$ cat src/rtl/shower_ctrl_if.sv
// -----------------------------------------------------------------------------
// shower_ctrl_if
// Configuration bus between a host and the shower controller.
//   cfg_we      host -> ctrl  shadow write strobe
//   cfg_sel     host -> ctrl  shadow select: 0 loose, 1 nominal, 2 tight, 3 ignored
//   cfg_data    host -> ctrl  shadow write data (TH_W bits)
//   cfg_commit  host -> ctrl  request to apply the shadow set to the live thresholds
//   cfg_busy    ctrl -> host  commit pending or post-commit blanking in progress
//   cfg_err     ctrl -> host  sticky: last commit rejected for bad ordering
// Modports: master (host side), slave (controller side).
// -----------------------------------------------------------------------------
interface shower_ctrl_if #(
   parameter int TH_W = 10
);
   logic            cfg_we;
   logic [1:0]      cfg_sel;
   logic [TH_W-1:0] cfg_data;
   logic            cfg_commit;
   logic            cfg_busy;
   logic            cfg_err;

   modport master (
      output cfg_we, cfg_sel, cfg_data, cfg_commit,
      input  cfg_busy, cfg_err
   );

   modport slave (
      input  cfg_we, cfg_sel, cfg_data, cfg_commit,
      output cfg_busy, cfg_err
   );
endinterface

$ cat src/rtl/shower_ctrl.sv
// -----------------------------------------------------------------------------
// shower_ctrl
// Controller and scheduler for the anode shower-detection datapath.
//  - Holds live loose/nominal/tight hit-count thresholds. Updates go through a
//    shadow register set and are applied atomically on commit, after an
//    ordering check (loose <= nominal <= tight).
//  - Qualifies the per-BX 2-bit shower code into a one-cycle fire strobe with a
//    programmable holdoff, and blanks triggering for BLANK_CYC cycles after a
//    threshold change so the datapath pipeline can settle.
//  - Keeps saturating per-level counters of fired events.
// Ports:
//   clk, rst          clock, synchronous active-high reset
//   enable            1 = new fires allowed
//   shower_int[1:0]   datapath code: 0 none, 1 loose, 2 nominal, 3 tight
//   holdoff[3:0]      dead cycles after each fire, sampled on FIRE entry
//   cfg               configuration bus (shower_ctrl_if.slave)
//   cnt_clr           clear all rate counters
//   th_loose/th_nominal/th_tight  live thresholds (registered)
//   shower_out, shower_valid      qualified code and one-cycle fire strobe
//   cnt_loose/cnt_nom/cnt_tight   saturating fired-event counters
// -----------------------------------------------------------------------------
module shower_ctrl #(
   parameter int              TH_W         = 10,
   parameter int              CNT_W        = 16,
   parameter int              BLANK_CYC    = 6,
   parameter logic [TH_W-1:0] TH_LOOSE_DEF = TH_W'(20),
   parameter logic [TH_W-1:0] TH_NOM_DEF   = TH_W'(40),
   parameter logic [TH_W-1:0] TH_TIGHT_DEF = TH_W'(80)
) (
   input  logic             clk,
   input  logic             rst,
   input  logic             enable,
   input  logic [1:0]       shower_int,
   input  logic [3:0]       holdoff,
   shower_ctrl_if.slave     cfg,
   input  logic             cnt_clr,
   output logic [TH_W-1:0]  th_loose,
   output logic [TH_W-1:0]  th_nominal,
   output logic [TH_W-1:0]  th_tight,
   output logic [1:0]       shower_out,
   output logic             shower_valid,
   output logic [CNT_W-1:0] cnt_loose,
   output logic [CNT_W-1:0] cnt_nom,
   output logic [CNT_W-1:0] cnt_tight
);

   // Shared down-counter for HOLD and BLANK; wide enough for both loads.
   localparam int TW = ($clog2(BLANK_CYC) > 4) ? $clog2(BLANK_CYC) : 4;

   typedef enum logic [1:0] {
      IDLE  = 2'd0,
      FIRE  = 2'd1,
      HOLD  = 2'd2,
      BLANK = 2'd3
   } state_t;

   state_t          state_reg,   state_next;
   logic [TW-1:0]   timer_reg,   timer_next;
   logic [1:0]      code_reg,    code_next;
   logic [3:0]      hold_reg,    hold_next;
   logic            pending_reg;
   logic            err_reg;

   logic            busy;
   logic            order_ok;
   logic            apply_ok;
   logic            apply_bad;

   logic [TH_W-1:0] shadow_loose, shadow_nom, shadow_tight;

   // -------------------------------------------------------------------------
   // Per-level storage: shadow threshold, live threshold, rate counter.
   // Level gi serves shower code gi+1.
   // -------------------------------------------------------------------------
   generate
      for (genvar gi = 0; gi < 3; gi++) begin : g_lvl
         localparam logic [TH_W-1:0] DEF = (gi == 0) ? TH_LOOSE_DEF :
                                           (gi == 1) ? TH_NOM_DEF   : TH_TIGHT_DEF;

         logic [TH_W-1:0]  shadow_reg;
         logic [TH_W-1:0]  live_reg;
         logic [CNT_W-1:0] cnt_reg;

         // Writes are dropped while a commit is pending or blanking runs, so
         // the shadow set that gets applied cannot change under the check.
         always_ff @(posedge clk) begin
            if (rst) begin
               shadow_reg <= DEF;
            end else if (cfg.cfg_we && !busy && cfg.cfg_sel == 2'(gi)) begin
               shadow_reg <= cfg.cfg_data;
            end
         end

         // Live thresholds move only when a checked commit is applied.
         always_ff @(posedge clk) begin
            if (rst) begin
               live_reg <= DEF;
            end else if (apply_ok) begin
               live_reg <= shadow_reg;
            end
         end

         // Clear wins over a same-cycle increment; saturate at all-ones.
         always_ff @(posedge clk) begin
            if (rst || cnt_clr) begin
               cnt_reg <= '0;
            end else if (state_reg == FIRE && code_reg == 2'(gi + 1) && cnt_reg != '1) begin
               cnt_reg <= cnt_reg + CNT_W'(1);
            end
         end
      end
   endgenerate

   assign shadow_loose = g_lvl[0].shadow_reg;
   assign shadow_nom   = g_lvl[1].shadow_reg;
   assign shadow_tight = g_lvl[2].shadow_reg;

   assign th_loose   = g_lvl[0].live_reg;
   assign th_nominal = g_lvl[1].live_reg;
   assign th_tight   = g_lvl[2].live_reg;

   assign cnt_loose = g_lvl[0].cnt_reg;
   assign cnt_nom   = g_lvl[1].cnt_reg;
   assign cnt_tight = g_lvl[2].cnt_reg;

   assign order_ok = (shadow_loose <= shadow_nom) && (shadow_nom <= shadow_tight);

   // -------------------------------------------------------------------------
   // FSM: state register
   // -------------------------------------------------------------------------
   always_ff @(posedge clk) begin
      if (rst) begin
         state_reg <= IDLE;
         timer_reg <= '0;
         code_reg  <= '0;
         hold_reg  <= '0;
      end else begin
         state_reg <= state_next;
         timer_reg <= timer_next;
         code_reg  <= code_next;
         hold_reg  <= hold_next;
      end
   end

   // -------------------------------------------------------------------------
   // FSM: next-state logic. A fire takes priority over applying a pending
   // commit; the commit simply waits for the next quiet IDLE cycle.
   // -------------------------------------------------------------------------
   always_comb begin
      state_next = state_reg;
      timer_next = timer_reg;
      code_next  = code_reg;
      hold_next  = hold_reg;
      apply_ok   = 1'b0;
      apply_bad  = 1'b0;

      case (state_reg)
         IDLE: begin
            if (enable && shower_int != 2'd0) begin
               state_next = FIRE;
               code_next  = shower_int;
               hold_next  = holdoff;
            end else if (pending_reg) begin
               if (order_ok) begin
                  apply_ok   = 1'b1;
                  state_next = BLANK;
                  timer_next = TW'(BLANK_CYC - 1);
               end else begin
                  apply_bad  = 1'b1;
               end
            end
         end

         FIRE: begin
            if (hold_reg == 4'd0) begin
               state_next = IDLE;
            end else begin
               state_next = HOLD;
               timer_next = TW'(hold_reg) - TW'(1);
            end
         end

         HOLD, BLANK: begin
            if (timer_reg == '0) begin
               state_next = IDLE;
            end else begin
               timer_next = timer_reg - TW'(1);
            end
         end

         default: begin
            state_next = IDLE;
         end
      endcase
   end

   // -------------------------------------------------------------------------
   // FSM: outputs
   // -------------------------------------------------------------------------
   always_comb begin
      shower_valid = 1'b0;
      shower_out   = 2'd0;
      if (state_reg == FIRE) begin
         shower_valid = 1'b1;
         shower_out   = code_reg;
      end
      busy         = pending_reg || (state_reg == BLANK);
      cfg.cfg_busy = busy;
      cfg.cfg_err  = err_reg;
   end

   // -------------------------------------------------------------------------
   // Commit handshake. A commit while one is already pending is absorbed; the
   // apply/reject decision always consumes the pending request.
   // -------------------------------------------------------------------------
   always_ff @(posedge clk) begin
      if (rst) begin
         pending_reg <= 1'b0;
      end else if (apply_ok || apply_bad) begin
         pending_reg <= 1'b0;
      end else if (cfg.cfg_commit) begin
         pending_reg <= 1'b1;
      end
   end

   always_ff @(posedge clk) begin
      if (rst) begin
         err_reg <= 1'b0;
      end else if (apply_ok) begin
         err_reg <= 1'b0;
      end else if (apply_bad) begin
         err_reg <= 1'b1;
      end
   end

endmodule

$ cat src/flat_wrapper.sv
// flat-port wrapper written by rule: the top's interface ports become plain ports
module shower_ctrl_flat 
#(
   parameter int              TH_W         = 10,
   parameter int              CNT_W        = 16,
   parameter int              BLANK_CYC    = 6,
   parameter logic [TH_W-1:0] TH_LOOSE_DEF = TH_W'(20),
   parameter logic [TH_W-1:0] TH_NOM_DEF   = TH_W'(40),
   parameter logic [TH_W-1:0] TH_TIGHT_DEF = TH_W'(80)
)
  (clk, rst, enable, shower_int, holdoff, cnt_clr, th_loose, th_nominal, th_tight, shower_out, shower_valid, cnt_loose, cnt_nom, cnt_tight, cfg_cfg_we, cfg_cfg_sel, cfg_cfg_data, cfg_cfg_commit, cfg_cfg_busy, cfg_cfg_err);
  shower_ctrl_if #(.TH_W(TH_W)) cfg_i ();
  input  logic clk;
  input  logic rst;
  input  logic enable;
  input  logic [1:0] shower_int;
  input  logic [3:0] holdoff;
  input  logic cnt_clr;
  output logic [TH_W-1:0] th_loose;
  output logic [TH_W-1:0] th_nominal;
  output logic [TH_W-1:0] th_tight;
  output logic [1:0] shower_out;
  output logic shower_valid;
  output logic [CNT_W-1:0] cnt_loose;
  output logic [CNT_W-1:0] cnt_nom;
  output logic [CNT_W-1:0] cnt_tight;
  input wire logic [$bits(cfg_i.cfg_we)-1:0] cfg_cfg_we;
  input wire logic [$bits(cfg_i.cfg_sel)-1:0] cfg_cfg_sel;
  input wire logic [$bits(cfg_i.cfg_data)-1:0] cfg_cfg_data;
  input wire logic [$bits(cfg_i.cfg_commit)-1:0] cfg_cfg_commit;
  output wire logic [$bits(cfg_i.cfg_busy)-1:0] cfg_cfg_busy;
  output wire logic [$bits(cfg_i.cfg_err)-1:0] cfg_cfg_err;
  assign cfg_i.cfg_we = cfg_cfg_we;
  assign cfg_i.cfg_sel = cfg_cfg_sel;
  assign cfg_i.cfg_data = cfg_cfg_data;
  assign cfg_i.cfg_commit = cfg_cfg_commit;
  assign cfg_cfg_busy = cfg_i.cfg_busy;
  assign cfg_cfg_err = cfg_i.cfg_err;
  shower_ctrl #(.TH_W(TH_W), .CNT_W(CNT_W), .BLANK_CYC(BLANK_CYC), .TH_LOOSE_DEF(TH_LOOSE_DEF), .TH_NOM_DEF(TH_NOM_DEF), .TH_TIGHT_DEF(TH_TIGHT_DEF)) u_core (.clk(clk), .rst(rst), .enable(enable), .shower_int(shower_int), .holdoff(holdoff), .cfg(cfg_i), .cnt_clr(cnt_clr), .th_loose(th_loose), .th_nominal(th_nominal), .th_tight(th_tight), .shower_out(shower_out), .shower_valid(shower_valid), .cnt_loose(cnt_loose), .cnt_nom(cnt_nom), .cnt_tight(cnt_tight));
endmodule
$ cat config.mk
export PLATFORM = sky130hd
export DESIGN_NAME = shower_ctrl_flat
export DESIGN_NICKNAME = d
export VERILOG_FILES = /design/src/rtl/shower_ctrl_if.sv /design/src/rtl/shower_ctrl.sv /design/src/flat_wrapper.sv
export SDC_FILE = /design/constraint.sdc
export NUM_CORES = 1
export LEC_CHECK = 0
export ABC_AREA = 1
export CORE_ASPECT_RATIO = 1.5
export CORE_MARGIN = 5
export CORE_UTILIZATION = 59
export CTS_BUF_LIST = sky130_fd_sc_hd__clkbuf_8
export DETAILED_ROUTE_END_ITERATION = 8
export HOLD_SLACK_MARGIN = 0.02
export PLACE_DENSITY = 0.88
export REMOVE_ABC_BUFFERS = 1
export SETUP_SLACK_MARGIN = 0.05
export SYNTH_ARGS = -nofsm -noshare
export SYNTH_HDL_FRONTEND = slang
export SYNTH_SLANG_ARGS = --single-unit
export TNS_END_PERCENT = 100
$ cat constraint.sdc
create_clock -name clk -period 5.1 [get_ports clk]
set_clock_uncertainty 0.05 [all_clocks]
set_input_delay 0.765 -clock clk [delete_from_list [all_inputs] [get_ports clk]]
set_output_delay 0.765 -clock clk [all_outputs]
set_load 0.03 [all_outputs]
### Word level (Yosys, flattened, before mapping)

Index checks and enable logic that the tools add are counted.

| cells by class | value |
|---|---|
| reduce and logical (&&, ||, !) cells | 27 |
| mux-type cells | 22 |
| $lt $le $gt $ge | 2 |
| eq/ne operators | 19 |
| $add $sub $neg | 5 |

Operator list:

| operator | number |
|---|---|
| $add 16x1->16 const B | 3 |
| $ne 16x16->1 const B | 3 |
| $le 10x10->1 | 2 |
| $mux 4 | 5 |
| $logic_and 1x1->1 | 12 |
| $mux 2 | 6 |
| $pmux 4 s3 | 1 |
| $eq 2x2->1 const B | 5 |
| $mux 1 | 9 |
| $logic_not 4->1 | 2 |
| $sub 4x1->4 const B | 2 |
| $eq 2x1->1 const B | 3 |
| $ne 2x1->1 const B | 3 |
| $ne 2x2->1 const B | 3 |
| $ne 3x1->1 const B | 2 |
| $pmux 2 s3 | 1 |
| $reduce_or 2->1 | 3 |
| $reduce_and 5->1 | 1 |
| $logic_not 2->1 | 2 |
| $logic_or 1x1->1 | 3 |
| $reduce_and 3->1 | 1 |
| $reduce_and 2->1 | 1 |
| $reduce_bool 2->1 | 1 |
| $logic_not 1->1 | 1 |

| word-level totals | value |
|---|---|
| logic and storage cells | 90 |
| output and inout port bits | 83 |
| bits in registers | 122 |

### Depth between registers and ports, before layout

Gate-level depths: netlist of the first run.

| logic depth | value |
|---|---|
| depth in word-level cells | 8 |
| mapped depth | 15 |

### Worst setup path before layout of the first run

No wires, ideal clock.

| timing path | value |
|---|---|
| kind | input-to-reg |
| start point | input shower_int[1] |
| end point | register u_core.g_lvl[1].live_reg[5], in the netlist u_core.th_nominal[5] |
| data arrival time | 1.726 ns |
| data required time | 4.911 ns |
| stages on the path | 9 |
| setup slack | 3.186 ns |
| path through | o21ai_1 -> nand2_1 -> nor2_2 -> inv_2 -> nor2_8 -> inv_4 -> buf_6 -> nand2_1 -> o211ai_2 |

| between the ends | value |
|---|---|
| cells in the longest elaborated chain, start to end | 4 |

RTL lines:

| element | RTL line | RTL |
|---|---|---|
| start, declared | flat_wrapper.sv:16 | `input logic [1:0] shower_int;` |
| $reduce_bool 2->1 | shower_ctrl.sv:159 | `if (enable && shower_int != 2'd0) begin` |
| $logic_and 1x1->1 | shower_ctrl.sv:159 |  |
| $mux 1 | shower_ctrl.sv:159 |  |
| $mux 1 | shower_ctrl.sv:157 | `case (state_reg)` |
| end signal, assigned | shower_ctrl.sv:99 | `live_reg <= shadow_reg;` |
| end, declared | shower_ctrl.sv:81 | `logic [TH_W-1:0] live_reg;` |

Every way passes these cells.
A chain may end at the register's enable or synchronous reset.

### Worst setup path after layout of the first run

| timing path | value |
|---|---|
| start point | register u_core.state_reg[1] |
| end point | output shower_out[1] |

| between the ends | value |
|---|---|
| cells in the longest elaborated chain, start to end | 2 |

RTL lines:

| element | RTL line | RTL |
|---|---|---|
| start, declared | shower_ctrl.sv:57 | `state_t state_reg, state_next;` |
| start signal, assigned | shower_ctrl.sv:138 | `state_reg <= state_next;` |
| $eq 2x1->1 | shower_ctrl.sv:203 | `if (state_reg == FIRE) begin` |
| $mux 2 | shower_ctrl.sv:203 |  |
| end, declared | flat_wrapper.sv:22 | `output logic [1:0] shower_out;` |

Every way passes these cells.

==> summary by stage, run 1 <==
Timing
Setup violations remaining at the end of the flow were counted as 0. The relative max-transition margin is 61.61%. The final count of pins violating max slew came to 0.

Setup repair after global routing left no endpoint under its margin. The maximum clock rate is approximately 360 MHz. The hold slack is 413.5 ps.

The post-route clock period utilization is 54.60%. The post-route minimum period is between 2000 and 3000 ps. Setup slack closes at 2316 ps. The hold violation count in the final report came to 0. The worst-margin pin slew is 574.0 ps. The sum of negative setup slack is 0 ps.

Logic synthesis
By count the netlist is led by nand2_1, dfxtp_1, inv_1. Of all flip-flops after synthesis, the portion carrying an async set or reset was 0%. The most common cell in the netlist is nand2_1. Summing the sequential cell areas from Yosys gives about two fifths of the chip area. The post-synth design cell area is 5874 um2. The count of flip-flops with a built-in enable after synthesis is 0. During synthesis, Yosys emitted a total of 0 warnings.

The most used flip-flop cell after synthesis is dfxtp_1. In the post-synthesis netlist, the biggest area contributors are dfxtp_1, nand2_1, a21oi_1, inv_1, o21ai_0. The synthesized instance count is 792.

The synthesized design contains 122 register bits. dfxtp_1 takes more of the synthesized area than any other cell. Dividing the synthesized area by the synthesized cell count gives ~7.4 um2.

After synthesis, the largest area contributor takes up 41.58% of total cell area. After synthesis, the netlist uses 43 different library cells.

Layout
The proportion of layout cells with a drive suffix above 1 is 7.930%. The flip-flop count of the largest register, all copies and words added is 30. At the end of the flow the core is filled with cells to approximately three quarters. Counting the fill cells in the layout gives 699. The synthesis-to-finish area growth is 25.88%. The cell area after layout is 7395 um2. The number of nets in the finished design is 944. The repair_antennas step left the layout with diodes totalling 0.

Clock tree
Hold repair after CTS inserted 0 buffers. The clock insertion delay at the later pin of the skew report is roughly 440 ps. In this run the number of H-tree levels came out at 4. For this design, the sink count on the clock tree is between 100 and 150. Clock-pin slew was measured on the worst setup and hold paths at 70 ps. Clock tree synthesis inserted a total of 17 buffers. The post-cts gate resize count is 0. The cell at the root of the clock tree is clkbuf_8. TritonCTS built the clock tree.

The setup fix buffers added after clock tree synthesis is 0. The number of buffers on the longest clock path is 2.

Placed design
In this run the cell area measured after placement is 6959 um2. The congestion estimate from routability-driven global placement came to 0.8825. The HPWL after detailed placement is between 10000 and 15000 um.

The total of buffers placed on input and output ports is 106. Prior to clock tree synthesis, the placed netlist has a worst setup slack of 2097 ps.

Detailed routing
The post-detailed-route DRC marker count is 0. The wire length after detailed routing is 15070 um. The detailed-route via count is just under 6000. The wire length per cell after detailed routing is 14.73 um. In the routed layout, each cell is associated on average with a via count of 5.644. The wire length on met3 is ~1100 um. The detailed router's first-iteration violation count is 398. The number of detailed-routing iterations run before antenna repair is 5.

The routed length on met2 is 7915 um. The post-route antenna net violation count is 0. The uppermost layer routed is met4. The detailed router put a total of 5620 um of wire on met1.

Floorplan
The number of top-level design ports is 107. The floorplan has 44 rows. The die covers ~12000 um2. The die is 132.2 um tall. For this configuration, the core starts out at a cell density of around 61%.

In this run the standard cell core region covers 9689 um2. The width of the chip is a little over 90 um.

Critical path
STA classifies the critical path endpoint as an output pin. The data required time at the worst endpoint is 4280 ps. The critical path is of the reg2out type. The cell depth of the worst flop-to-flop path is 12.

Data on the critical path arrives at its endpoint at 1970 ps. The endpoint identified for the worst register-to-register timing path is u_core.th_nominal[3]$_SDFFE_PP1P_. The signal on the critical path passes through inv_1 > nand2_2 > nor2_1 > clkdlybuf4s50_1. The highest cell delay on the worst timing path is 600 ps. Setup slack on the worst reg-to-reg path comes out at 2570 ps.

The worst setup path is launched from a flop. In this run the worst path has a maximum fanout of 12. The worst-path cell with the longest stage delay is clkdlybuf4s50_1.

The startpoint identified for the worst register-to-register timing path is u_core.g_lvl[2].shadow_reg[9]$_SDFFE_PP0P_.

Global route
The total track usage is 24.83%. The via count of the first global-routing pass is 5551. The largest net degree at the start of global routing is 47. The first global-routing pass estimated 25080 um of wire. The initial antenna violation count is 0. The global route total overflow is 0.

Worst hold path
The worst hold path belongs to the class reg2reg. The path with the worst hold slack has its endpoint at u_core.th_loose[4]$_SDFFE_PP1P_. The startpoint of the most critical hold path is u_core.th_loose[4]$_SDFFE_PP1P_.

Counting instances, the worst hold path has a depth of 2.

Power and ir drop
For this design the static power due to leakage is 2.847 nW. Across the VDD grid, the largest voltage drop is 233.5 uV. The power density relative to cell area is 361.5 nW/um2.

Status
The run finished with clean final reports.

Flow run
Across the run, the number of max-cap violations was 0.
## worst max-delay path by stage
stage,start,end,slack (ps)
6_report,u_core.state_reg[1]$_SDFFE_PP0P_,shower_out[1],2320
3_5_place_dp,shower_int[1],u_core.th_nominal[3]$_SDFFE_PP1P_,2100
3_3_place_gp,shower_int[1],u_core.th_tight[4]$_SDFFE_PP1P_,2200
2_1_floorplan,rst,u_core.cnt_tight[1]$_SDFFE_PP0P_,2460
5_1_grt,u_core.state_reg[1]$_SDFFE_PP0P_,shower_valid,2190
4_1_cts,u_core.state_reg[1]$_SDFFE_PP0P_,shower_out[1],2310
## critical path: cells and delay by family (launching register included)
kind	cells	cell delay, ps
buffers and inverters	2	720
DFF	1	560
and+or+nand+nor	2	250
## layout by cell type, fill, tap and decap left out, types with 6 or more instances in the layout
cell / count
dfxtp_1: 122
inv_1: 101
nand3_1: 39
clkdlybuf4s50_1: 106
nand2_2: 6
inv_2: 8
nand4_1: 12
o21ai_1: 26
a21oi_1: 85
nor2_1: 77
o21ai_0: 61
clkbuf_8: 19
nor2_2: 7
nor3_1: 21
ha_1: 24
nand2_1: 123
xor2_1: 11
## per-layer routing
metal	GRT usage, %	up-vias
met2	43.94	257
met1	27.41	2636
met3	5.711	51
met5	0	-
met4	11.99	0
li1	-	2830
## per-stage QoR
| step | std cells | total power [mW] |
|---|---|---|
| 2_1_floorplan | 769 | 1.529 |
| 3_3_place_gp | 992 | 1.712 |
| 3_5_place_dp | 992 | 1.740 |
| 4_1_cts | 1023 | 2.680 |
| 5_1_grt | 1023 | 2.800 |
| 6_report | 1023 | 2.673 |
## report_power, final
group          total, mW  switching [mW]  internal [mW]
Clock              0.942           0.389          0.553
Sequential          1.10          0.0619           1.04
Combinational      0.632           0.399          0.233
Total               2.67           0.850           1.82
## cell type report
cell class              instances  area, um2  share of cell area, %
well taps                     115      143.9                  1.946
inverters                     111      419.2                  5.668
multi-input cells             536       2878                  38.92
flip-flops and latches        122       2442                  33.03
clock buffers                  19      261.5                  3.536
clock inverters                12      173.9                  2.352
repair buffers                108       1076                  14.55
## cell families (layout without fill, tap and decap cells)
kind of cell / count (synthesis) / count (layout) / share of synthesized area (%)
buf+inv: 134 / 250 / 9.478
fa+ha+maj: 24 / 24 / 5.112
xor+xnor: 14 / 14 / 2.087
compound gates: 187 / 187 / 16.85
simple gates: 311 / 311 / 24.90
flops: 122 / 122 / 41.58
(Power assumes the default switching activity.)
==> run 2, diff against run 1 <==
--- a/config.mk
+++ b/config.mk
@@ -8,11 +8,11 @@
 export ABC_AREA = 1
 export CORE_ASPECT_RATIO = 1.5
 export CORE_MARGIN = 5
-export CORE_UTILIZATION = 59
+export CORE_UTILIZATION = 54
 export CTS_BUF_LIST = sky130_fd_sc_hd__clkbuf_8
 export DETAILED_ROUTE_END_ITERATION = 8
 export HOLD_SLACK_MARGIN = 0.02
-export PLACE_DENSITY = 0.88
+export PLACE_DENSITY = 0.82
 export REMOVE_ABC_BUFFERS = 1
 export SETUP_SLACK_MARGIN = 0.05
 export SYNTH_ARGS = -nofsm -noshare
==> constraint.sdc (replaced) <==
create_clock -name clk -period 2.76 [get_ports clk]
set_clock_uncertainty 0.05 [all_clocks]
set_input_delay 0.414 -clock clk [delete_from_list [all_inputs] [get_ports clk]]
set_output_delay 0.414 -clock clk [all_outputs]
set_load 0.03 [all_outputs]
==> run 2 against run 1 <==
First-iteration DRC count fell by 20%. Worst setup slack got worse by 2000 ps. Hold slack better by 2.6 ps. Largest cell class unchanged. Combinational power up 84%. Critical endpoint unchanged. Count of clock-buffer cells in the layout down 1. Critical path depth stayed put. Largest power group unchanged. Die area is 8.4% higher. Cell count increased by 3.1%.
==> summary by stage, run 2 (same netlist as run 1, synthesis figures left out) <==
Critical path
The highest cell delay on the worst timing path is 600 ps (about the same). The data required time at the worst endpoint came to 2300 ps (-1980 ps). The number of buffer and inverter instances along the worst setup path is 2 (unchanged). The top cell family by delay on the critical path is buffers and inverters. The critical path data arrival time was 2000 ps (+30 ps). The maximum fanout count along the critical path was 12 (unchanged). The slowest stage of the critical path is the clkdlybuf4s50_1 cell. STA classifies the critical path endpoint as an output pin. STA classifies the critical path startpoint as a flop. The critical path goes through inv_1 > nand2_2 > nor2_1 > clkdlybuf4s50_1. The critical path is of the reg2out type.

Global route
The total track usage is 22.99% (-1.8 points). The initial antenna violation count is 0 (unchanged). The global route total overflow is 0 (unchanged). The first-pass GRT wire length is 23830 um (-5.0%).

The via count of the first global-routing pass is 5380 (-3.1%). The largest net degree at the start of global routing is 63 (+34%).

Clock tree
The setup fix buffers added after clock tree synthesis was 0 (unchanged). TritonCTS built the clock tree. The depth of the CTS H-tree is 4 (unchanged). The tree is rooted in a clkbuf_8. The post-cts gate resize count is 0 (unchanged).

The number of sinks handled by clock tree synthesis is 122 (unchanged). The number of buffers on the longest clock path is 2 (unchanged). The clock insertion delay at the later pin of the skew report is 440 ps (about the same). The post-CTS clock slew at the launch and capture registers of the worst setup and hold paths came to 70 ps (about the same). The number of buffers added by the clock tree synthesis step came to 17 (unchanged). The hold-fix buffer count after cts is 0 (unchanged).

Timing
The final count of negative-setup-slack endpoints is 0 (unchanged). The sum of negative setup slack was 0 ps (unchanged). Static timing analysis puts the maximum clock frequency at 406.4 MHz. For the finished layout, the period the worst path requires is 2460 ps. The worst-margin pin slew came to 493.9 ps (-80.09 ps). The hold violation count in the final report is 0 (unchanged). The final critical-path setup slack is 299.6 ps (-2016 ps).

The final count of pins violating max slew is 0 (unchanged). Setup repair after global routing left no endpoint under its margin. The relative max-transition margin is 66.87% (+5.3 points). The post-route clock period utilization is 89.14%.

Worst hold path
The tightest min-delay check is of the reg2reg type.

Layout
The synthesis-to-finish area growth is 26.22%. The number of nets in the finished design was 946 (+0.21%). The leading cell type in the layout, fill and taps excluded is nand2_1. The multi-input gate area in the final layout was 2878 um2 (unchanged). Leaving out fill and tap cells, the most frequent cells in the layout are nand2_1, dfxtp_1, clkdlybuf4s50_1, inv_1, a21oi_1. The filler cell count is 891 (+27%).

The number of standard cells in the layout, taps in and fillers out is 1055 (+3.1%). The sequential standard cell area is 2442 um2 (unchanged). The flip-flop count of the largest register, all copies and words added is 30 (unchanged). The utilization after layout is 69.64% (-6.7 points).

The total inserted antenna cells was 0 (unchanged). The proportion of layout cells with a drive suffix above 1 is 8.123% (+0.19 points).

Placed design
The setup slack after placement is 611.1 ps (-1486 ps). The post-detailed-placement half-perimeter wirelength is 10630 um (-5.6%). The weighted congestion reported at the end of routability-driven placement is 0.9298 (+5.4%). The instance count after placement with tap cells included is 1023 (+3.1%). The total of buffers placed on input and output ports is 106 (unchanged).

Floorplan
The area of the core is 10650 um2 (+9.9%). The height of the die is 137.7 um (+4.2%). The effective utilization at floorplan is 55.17% (-5.5 points). The number of top-level design ports is 107 (unchanged). The total number of placement rows was 46 (+4.5%). The width of the chip is 95.16 um (+4.0%). The die footprint is 13110 um2 (+8.4%).

Power and ir drop
The total power is 4.725 mW (+77%). The peak ir drop on the vdd network was 493.6 uV (+110%). The power density relative to cell area came to 637.3 nW/um2 (+76%). The static leakage came to 2.843 nW (-0.15%).

Detailed routing
The post-detailed-route DRC marker count is 0 (unchanged). The wire length after detailed routing was 14360 um (-4.7%). The number of detailed-routing iterations run before antenna repair is 4 (-1). The average via count per standard cell came to 5.191 (-8.0%). The wire length per cell after detailed routing was 13.61 um (-7.6%). The post-route antenna net violation count was 0 (unchanged). The detailed-route via count is 5477 (-5.1%). The detailed router's first-iteration violation count came to 318 (-20%).

Flow run
The number of violations of the max-capacitance limit is 0 (unchanged).

Status
The flow ran to the end, and the final reports show no timing, DRC or antenna violations.
## run 2: changes by cell type in the layout (fill, tap and decap cells not counted), sizes merged
| cell | change |
|---|---|
| buf | +2 |
| clkbuf | -1 |
| clkinv | +1 |
| inv | +2 |
| clkinvlp | +1 |
| bufinv | -2 |
## run 2: path summary, 6_finish.rpt
kind	startpoint	to	slack (ps)	depth (start not counted)
max	u_core.state_reg[1]$_SDFFE_PP0P_	shower_out[1]	300	4
min	u_core.th_loose[2]$_SDFFE_PP1P_	u_core.th_loose[2]$_SDFFE_PP1P_	420	2
max reg2reg	u_core.g_lvl[1].shadow_reg[9]$_SDFFE_PP0P_	u_core.th_nominal[6]$_SDFFE_PP0P_	550	11
min reg2reg	u_core.th_loose[2]$_SDFFE_PP1P_	u_core.th_loose[2]$_SDFFE_PP1P_	420	2
## run 2: routing by layer
metal  up-vias  track usage (%)  wire length [um]
met3        41            4.426               775
met4         0            11.64               499
met1      2455            25.09              5653
met2       162            41.49              7435
met5         -                0                 0
li1       2819                -                 -
## run 2: area by class of cell
| type | instances | share of cell area (%) |
|---|---|---|
| clock buffer | 18 | 3.341 |
| clock inverter | 14 | 1.772 |
| inverter | 111 | 5.653 |
| multi-input combinational | 536 | 38.81 |
| sequential | 122 | 32.94 |
| tap | 144 | 2.430 |
| timing repair buffer | 110 | 15.05 |
## run 2: power breakdown
group / internal [mW] / total [mW] / switching [mW]
Sequential: 1.91 / 2.02 / 0.109
Clock: 0.811 / 1.54 / 0.729
Combinational: 0.443 / 1.16 / 0.718
## run 2: worst reg2reg max path, stage by stage (launching register included)
cell     delay, ps
dfxtp_1        340
inv_1           70
ha_1           310
a21o_1         160
nor2_1         240
nand3_1        120
nand2_1        110
nand2_2        100
nor2_8         160
buf_12         220
o21ai_1        100
a21oi_1        140
## run 2: metrics by stage
| step | instance area (um2) | hold slack (ps) |
|---|---|---|
| 2_1_floorplan | 5737 | 384.9 |
| 3_3_place_gp | 7036 | 396.9 |
| 3_5_place_dp | 7036 | 401.5 |
| 4_1_cts | 7415 | 420.9 |
| 5_1_grt | 7415 | 445.4 |
| 6_report | 7415 | 416.2 |
==> run 3, diff against run 2 <==
--- a/config.mk
+++ b/config.mk
@@ -6,7 +6,6 @@
 export NUM_CORES = 1
 export LEC_CHECK = 0
 export ABC_AREA = 1
-export CORE_ASPECT_RATIO = 1.5
 export CORE_MARGIN = 5
 export CORE_UTILIZATION = 54
 export CTS_BUF_LIST = sky130_fd_sc_hd__clkbuf_8
==> run 3 against run 2 <==
Routed wire length is 4.0% lower. Count of clock-buffer cells in the layout grew 4. Flip-flop and latch count unchanged. Highest routed layer unchanged. Power increased by 2.9%. Non-clock buffer count unchanged. Sequential power about the same. Hold slack better by 12 ps. Critical path depth unchanged.
==> summary by stage, run 3 (same netlist as run 1, synthesis figures left out) <==
Clock tree
The clock insertion delay at the later pin of the skew report is 420 ps (-20 ps). The number of buffers on the longest clock path is 2 (unchanged). The number of sinks handled by clock tree synthesis is 122 (unchanged). The depth of the CTS H-tree is 4 (unchanged). The root buffer cell chosen for the clock tree is clkbuf_8. The hold-fix buffer count after cts is 0 (unchanged). TritonCTS built the clock tree. The setup fix buffers added after clock tree synthesis is 0 (unchanged). The post-cts gate resize count was 0 (unchanged). The number of buffers added by the clock tree synthesis step is 17 (unchanged).

The post-CTS clock slew at the launch and capture registers of the worst setup and hold paths came to 60 ps (about the same).

Timing
The final count of pins violating max slew was 0 (unchanged). The sum of negative setup slack is 0 ps (unchanged). The relative max-transition margin is 67.38% (+0.51 points). The post-route minimum period came to 2459 ps (-1.672 ps). The maximum clock rate is 406.7 MHz (about the same). The final count of negative-setup-slack endpoints is 0 (unchanged).

The post-route clock period utilization came to 89.08% (about the same). Setup repair after global routing left no endpoint under its margin. The hold violation count in the final report is 0 (unchanged).

The worst-margin pin slew is 484.9 ps (-9.012 ps).

Layout
In the layout the commonest cells are nand2_1, dfxtp_1, clkdlybuf4s50_1, inv_1, a21oi_1. The leading cell type in the layout, fill and taps excluded is nand2_1. The utilization after layout was 69.36% (-0.27 points). The cell area after layout is 7453 um2 (+0.52%). The filler cell count is 932 (+4.6%). The total inserted antenna cells was 0 (unchanged). The number of nets in the finished design was 946 (unchanged). The proportion of layout cells with a drive suffix above 1 is 8.022% (-0.10 points).

The number of standard cells in the layout, taps in and fillers out is 1050 (-0.47%). The synthesis-to-finish area growth is 26.88%. The flip-flop count of the largest register, all copies and words added was 30 (unchanged).

Placed design
The weighted congestion reported at the end of routability-driven placement came to 0.8952 (-3.7%). The instance count after placement with tap cells included is 1019 (-0.39%). The total of buffers placed on input and output ports is 106 (unchanged).

The cell area after placement is 7030 um2 (about the same). The post-detailed-placement half-perimeter wirelength is 10080 um (-5.2%).

Critical path
The worst-path cell with the longest stage delay is clkdlybuf4s50_1. The maximum fanout count along the critical path is 12 (unchanged). The startpoint of the worst-slack reg-to-reg timing path is u_core.g_lvl[1].shadow_reg[5]$_SDFFE_PP1P_. The worst setup path is captured at an output pin.

The critical path goes through inv_1 > nand2_2 > nor2_1 > clkdlybuf4s50_1. The type of element launching the critical path is a flop. The critical path data arrival time was 1990 ps (about the same).

The cell depth of the worst flop-to-flop path is 14 (+3). The destination of the worst register-to-register timing path is u_core.th_tight[4]$_SDFFE_PP1P_. The number of buffer and inverter instances along the worst setup path is 2 (unchanged).

The data required time at the worst endpoint is 2300 ps (about the same). The register-to-register setup slack was 560 ps (about the same). Broken down by cell family, the worst path's largest delay share belongs to buffers and inverters. The highest cell delay on the worst timing path is 600 ps (about the same). By startpoint and endpoint, the worst setup path is classified as reg2out.

Power and ir drop
The total power was 4.861 mW (+2.9%). The peak ir drop on the vdd network came to 379.0 uV (-23%). The power density relative to cell area was 652.2 nW/um2 (+2.3%). The static leakage is 2.873 nW (+1.1%).

Worst hold path
The startpoint identified for the worst hold timing path is u_core.code_reg[1]$_SDFFE_PP0P_. The min-delay analysis places its worst path in the category reg2reg. The worst hold path depth is 2 (unchanged). The worst hold path terminates at u_core.code_reg[1]$_SDFFE_PP0P_.

Detailed routing
The post-detailed-route DRC marker count is 0 (unchanged). The met1 wire length came to 6299 um (+11%). The post-route antenna net violation count came to 0 (unchanged). The wire length after detailed routing came to 13780 um (-4.0%). The average via count per standard cell is 5.230 (+0.73%). The uppermost layer routed is met4. The number of detailed-routing iterations run before antenna repair is 6 (+2).

The wire length per cell after detailed routing is 13.13 um (-3.6%). The detailed-route via count is 5491 (+0.26%). The routed length on met2 is 6464 um (-13%). The detailed router's first-iteration violation count is 377 (+19%). The wire length on met3 was 739 um (-4.6%).

Floorplan
The die footprint is 13060 um2 (-0.33%). The area of the core is 10750 um2 (+0.92%). The total number of placement rows is 38 (-17%). The effective utilization at floorplan is 54.67% (-0.50 points). The height of the die is 114.3 um (-17%).

The width of the chip is 114.3 um (+20%). The number of top-level design ports is 107 (unchanged).

Global route
The global route total overflow is 0 (unchanged). The first-pass GRT wire length came to 23050 um (-3.3%). The initial antenna violation count came to 0 (unchanged).

The largest net degree at the start of global routing is 59 (-6.3%). The total track usage is 21.52% (-1.5 points). The via count of the first global-routing pass is 5149 (-4.3%).

Status
The flow ran to the end, and the final reports show no timing, DRC or antenna violations.

Flow run
The number of violations of the max-capacitance limit is 0 (unchanged).
-- run 3: cell count changes in the layout (fill, tap and decap cells not counted) --
cell,delta
inv_6,-1
clkinv_2,-2
clkinvlp_4,-3
clkbuf_8,+4
bufinv_16,+1
-- run 3: stage by stage --
stage	worst slack [ps]	hold WS, ps
floorplan	468.2	384.9
global placement	446.3	397.5
detailed placement	412.9	399.3
CTS	296.2	423.4
global route	230.6	454.4
finish	301.3	427.8
-- run 3: worst max path at each step --
stage	from	to	depth (start not counted)
floorplan	rst	u_core.cnt_tight[1]$_SDFFE_PP0P_	3
global placement	shower_int[1]	u_core.th_tight[6]$_SDFFE_PP1P_	9
detailed placement	shower_int[1]	u_core.th_tight[4]$_SDFFE_PP1P_	9
CTS	u_core.state_reg[1]$_SDFFE_PP0P_	shower_out[1]	4
global route	u_core.state_reg[1]$_SDFFE_PP0P_	shower_out[1]	4
finish	u_core.state_reg[1]$_SDFFE_PP0P_	shower_out[1]	4
-- run 3: routing by layer --
metal / track usage [%] / vias to the layer above
li1: - / 2835
met1: 27.74 / 2462
met2: 35.40 / 168
met3: 4.598 / 26
met4: 8.155 / 0
met5: 0 / -
-- run 3: worst register-to-register path, delay by kind of cell, from the launching register on --
family          cells  cell delay [ps]
fa+ha+maj           1              320
compound gates      1               70
simple gates        9              980
flops               1              350
buf+inv             3              310
-- run 3: final cells by class --
| type | count | area, um2 | area share [%] |
|---|---|---|---|
| Clock buffer | 22 | 302.8 | 4.062 |
| Tap cell | 140 | 175.2 | 2.350 |
| Sequential cell | 122 | 2442 | 32.77 |
| Inverter | 111 | 419.2 | 5.624 |
| Multi-Input combinational cell | 536 | 2878 | 38.61 |
| Timing Repair Buffer | 110 | 1116 | 14.97 |
| Clock inverter | 9 | 120.1 | 1.612 |
-- run 3: power by group --
| group | switching [mW] | internal [mW] | total (mW) |
|---|---|---|---|
| clock | 0.669 | 0.999 | 1.67 |
| sequential | 0.113 | 1.92 | 2.03 |
| combinational | 0.721 | 0.443 | 1.16 |
